### config.mk
export PLATFORM = sky130hd
export DESIGN_NAME = memwb_stage_reg
export DESIGN_NICKNAME = d
export VERILOG_FILES = /design/src/rtl/memwb_stage_reg.sv
export SDC_FILE = /design/constraint.sdc
export NUM_CORES = 1
export LEC_CHECK = 0
export ABC_AREA = 1
export BUFFER_PORTS_ARGS = -buffer_cell sky130_fd_sc_hd__buf_2
export CORE_ASPECT_RATIO = 0.7
export CORE_MARGIN = 5
export CORE_UTILIZATION = 44
export DETAILED_ROUTE_END_ITERATION = 7
export PLACE_DENSITY = 0.62
export SLEW_MARGIN = 10
export SYNTH_ARGS = -nofsm -noshare
export SYNTH_HDL_FRONTEND = slang
export SYNTH_SLANG_ARGS = --single-unit
### constraint.sdc
create_clock -name clk -period 2.08 [get_ports clk]
set_clock_uncertainty 0.05 [all_clocks]
set_input_delay 0.208 -clock clk [delete_from_list [all_inputs] [get_ports clk]]
set_output_delay 0.208 -clock clk [all_outputs]
set_load 0.01 [all_outputs]
### src/rtl/memwb_stage_reg.sv
// MEM/WB pipeline stage register: valid/ready handshake, 2-entry skid buffer, flush, saturating retire counter.
// Optional EX-stage forwarding outputs are enabled by defining MEMWB_FWD_EN.
module memwb_stage_reg #(
   parameter int DATA_W     = 32,
   parameter int REG_ADDR_W = 5,
   parameter int CNT_W      = 16
) (
   input  logic                  clk,
   input  logic                  rst_n,
   input  logic                  flush,
   input  logic                  in_valid,
   output logic                  in_ready,
   input  logic [DATA_W-1:0]     in_mem_rd_data,
   input  logic [DATA_W-1:0]     in_alu_data,
   input  logic [REG_ADDR_W-1:0] in_rd_addr,
   input  logic                  in_mem_to_reg,
   input  logic                  in_reg_write,
   output logic                  out_valid,
   input  logic                  out_ready,
   output logic [REG_ADDR_W-1:0] out_rd_addr,
   output logic                  out_reg_write,
   output logic [DATA_W-1:0]     out_wb_data,
   output logic [CNT_W-1:0]      retire_cnt
`ifdef MEMWB_FWD_EN
   ,
   output logic                  fwd_valid,
   output logic [REG_ADDR_W-1:0] fwd_rd_addr,
   output logic [DATA_W-1:0]     fwd_data
`endif
);

   typedef struct packed {
      logic [DATA_W-1:0]     mem_rd_data;
      logic [DATA_W-1:0]     alu_data;
      logic [REG_ADDR_W-1:0] rd_addr;
      logic                  mem_to_reg;
      logic                  reg_write;
   } entry_t;

   entry_t main_q;
   entry_t skid_q;
   entry_t in_entry;
   logic   main_valid;
   logic   skid_valid;
   logic   push;
   logic   pop;

   // Writes to x0 are squashed at capture so they can never reach the register file.
   assign in_entry.mem_rd_data = in_mem_rd_data;
   assign in_entry.alu_data    = in_alu_data;
   assign in_entry.rd_addr     = in_rd_addr;
   assign in_entry.mem_to_reg  = in_mem_to_reg;
   assign in_entry.reg_write   = in_reg_write & (in_rd_addr != '0);

   assign in_ready = !skid_valid;
   assign push     = in_valid & in_ready;
   assign pop      = main_valid & out_ready;

   assign out_valid     = main_valid;
   assign out_rd_addr   = main_q.rd_addr;
   assign out_reg_write = main_valid & main_q.reg_write;
   assign out_wb_data   = main_q.mem_to_reg ? main_q.mem_rd_data : main_q.alu_data;

   // Flush kills both valids and drops any incoming beat but leaves payload untouched.
   always_ff @(posedge clk or negedge rst_n) begin
      if (!rst_n) begin
         main_valid <= 1'b0;
         skid_valid <= 1'b0;
         main_q     <= '0;
         skid_q     <= '0;
      end else if (flush) begin
         main_valid <= 1'b0;
         skid_valid <= 1'b0;
      end else if (pop) begin
         if (skid_valid) begin
            main_q     <= skid_q;
            skid_valid <= 1'b0;
         end else if (push) begin
            main_q <= in_entry;
         end else begin
            main_valid <= 1'b0;
         end
      end else if (push) begin
         if (!main_valid) begin
            main_q     <= in_entry;
            main_valid <= 1'b1;
         end else begin
            skid_q     <= in_entry;
            skid_valid <= 1'b1;
         end
      end
   end

   // Counts every WB handshake, including one that coincides with a flush.
   always_ff @(posedge clk or negedge rst_n) begin
      if (!rst_n) begin
         retire_cnt <= '0;
      end else if (pop && (retire_cnt != {CNT_W{1'b1}})) begin
         retire_cnt <= retire_cnt + CNT_W'(1);
      end
   end

`ifdef MEMWB_FWD_EN
   assign fwd_valid   = out_reg_write & !flush;
   assign fwd_rd_addr = out_rd_addr;
   assign fwd_data    = out_wb_data;
`endif

endmodule

==> results.yml <==
outcome:
  status: "finished, final reports clean"
finish:
  n_antenna_cell: 0
  regArea_um2: 4010
  layout-drive-gt1-share_pct: 23.6
  multi_input_area_um2: 3160
  num-fill-cells: 1717
  nets: 1160
  final_core_util_pct: 53.8
  area_growth_pct: 21.5
synth:
  avgSynthCellArea_um2: 8.34
  syn_nets: 1023
  syn_inst: 946
  ys_seq_area_share_pct: 50.8
  synth_area_um2: 7890
  yosys_warnings: 0
  synthDistinctLibCells: 25
  ys_ff_latch: 160
grt:
  grt-ovfl-total: 0
  grt_max_degree: 65
  gr-usage-all-layers_pct: 20.5
  grt_pass1_vias: 6139
  grt_pass1_wl_um: 33700
  antenna_found_initial: 0
critical_path:
  cp.arrival_ns: 2.20
  path_max_fanout: 11
  critPathSlowestCell: "nor2_1"
  crit_top_cell: "nand2_1"
  cpPeakStageDelay_ns: 0.57
  critical_path_class: "flip-flop to flip-flop"
  r2r-start: "retire_cnt[1]"
  end_kind: "flip-flop"
  cp_cell_sequence: "ha_1, nand3_2, inv_1, nand2_1, nor2_1, nor2_1, nand2_1, nand2_1"
  cp-startpoint: "retire_cnt[1]"
  startpoint_type: "flip-flop"
  crit_required_ns: 2.39
clock_network:
  clkLatencyLatePin_ns: 0.42
  cts_buffers: 17
  cts_htree_levels: 4
  clk_pin_slew_ns: 0.06
  cts_setup_buffers: 0
  cts_tree: "yes"
  cts_sinks: 160
  cts-root-buf: "clkbuf_16"
  clk_path_buf_depth: 2
worst_hold_path:
  hp-start: "in_mem_rd_data[28]"
  hold_path.class: "primary input to flip-flop"
timing:
  max_freq_ghz: 0.529
  finalCriticalPeriod_ns: 1.89
  drv_slew: 0
  setup_violations: 0
  relSlewSlack_pct: 49.5
  rsz0062_at_grt: "false"
  finalHoldViolations: 0
  post-route-period-util_pct: 90.9
  worstMarginPinSlew_ns: 0.755
  tns_ns: 0
placement:
  numPortBuffers: 131
  place_congestion: 0.817
  dp_hpwl_um: 14500
route:
  wl_met1_um: 10700
  post_drt_wl_per_cell_um: 15.6
  finalWirelength_um: 20800
  vias: 6564
  met2_wirelength_um: 8650
  drc: 0
  first_iter_violations: 562
  viasPerCell: 4.93
  wl_met3_um: 1120
  firstDrtPassIters: 6
  dr.max_layer_used: "met4"
  ant_nets: 0
die:
  coreArea_um2: 17800
  start_util_pct: 44.3
  die_w_um: 170
  fp.dieH_um: 122
  ioPinCount: 132
  die-area_um2: 20700
  core.rowCount: 41
job:
  cap_viol_max_count: 0
power:
  max-vdd-ir-drop_v: 0.000488
  leakage_nw: 4.80
  cellPowerDensity_nw_per_um2: 976
## metal layers
layer,track usage [%],vias up
li1,-,3327
met1,32.3,3064
met2,28.7,153
met3,4.48,20
met4,4.74,0
met5,0,-
## where the power goes
| part | internal, mW | switching (mW) |
|---|---|---|
| registers | 3.83 | 0.423 |
| clock network | 1.91 | 1.24 |
| logic | 0.779 | 1.17 |
## registers in the layout, summed over array words and instances (netlist names)
| register | count |
|---|---|
| retire_cnt | 16 |
| skid_q | 71 |
| out_valid | 1 |
| main_q | 66 |
| out_rd_addr | 5 |
| skid_valid | 1 |
## critical path, delay by kind of cell, from the launching register on
kind	cells	cell delay [ns]
flip-flops	1	0.42
buffers and inverters	1	0.05
AND/OR/NAND/NOR	6	1.04
adder cells (fa/ha/maj)	1	0.26
## layout by cell type, fill, tap and decap left out, types with 16 or more instances in the layout
cell and instances:
nand2_1 267, buf_4 16, inv_1 84, o211ai_2 26
buf_2 130, nand3_1 47, nor2_1 82, clkbuf_16 17
o21ai_0 69, o21ai_1 61, o21ai_2 35, dlygate4sd3_1 25
dfrtp_1 159, a21oi_1 19
## Yosys cell counts
master,count,area (µm²)
nor2_2,1,6.26
dfrtp_1,160,4000
o21ai_0,69,345
o21ai_1,61,305
ha_1,1,12.5
o211ai_1,6,45.0
xnor2_1,6,52.6
inv_4,1,6.26
o211ai_2,26,325
nor2_1,82,308
inv_1,84,315
nand3_1,47,235
nor2_4,2,22.5
nand2_1,267,1000
buf_4,9,67.6
nand3_2,1,10.0
inv_2,3,11.3
clkbuf_1,18,67.6
o21ai_2,35,307
buf_2,19,95.1
nand2_2,5,31.3
a21oi_1,19,95.1
nand4_1,8,50.1
buf_6,14,158
buf_1,2,7.51
## stage by stage
step	std cells	hold slack (ns)	setup WS (ns)	power, mW	cell area (µm²)
3_5_place_dp	1275	0.132	0.184	6.23	8740
5_1_grt	1331	0.00288	0.0183	9.90	9580
3_3_place_gp	1275	0.132	0.260	6.17	8740
6_report	1331	0.00562	0.190	9.35	9580
4_1_cts	1331	0.000603	0.164	9.44	9580
2_1_floorplan	946	-0.138	0.536	5.42	7890
## path summary, 6_finish.rpt
path	end	slack (ns)	cells past startpoint
setup / recovery	retire_cnt[1]	0.19	8
hold / removal	skid_q[67]	0.006	3
setup reg to reg	retire_cnt[1]	0.19	8
hold reg to reg	skid_q[3]	0.42	2
max in group asynchronous	main_q[10]	1.04	3
min in group asynchronous	retire_cnt[10]	0.24	2
## area by class of cell
class	count	area share [%]
Timing Repair Buffer	180	12.4
Clock inverter	10	1.44
Sequential cell	160	41.8
Multi-Input combinational cell	636	33.0
Clock buffer	21	4.70
Inverter	88	3.50
Tap cell	236	3.08
## timing repair
item / CTS / global route
resized for setup: 0 / 0
hold endpoints to repair: 66 / 0
hold buffers: 25 / 0
## logic make-up (layout without fill, tap and decap cells)
group,Yosys count,after routing,synth area share [%]
simple gates,413,413,21.1
compound gates,216,216,18.0
flops,160,160,50.8
buf+inv,150,299,9.24
xor+xnor,6,6,0.666
fa+ha+maj,1,1,0.159
No activity file was read; power rests on OpenSTA's default activity.
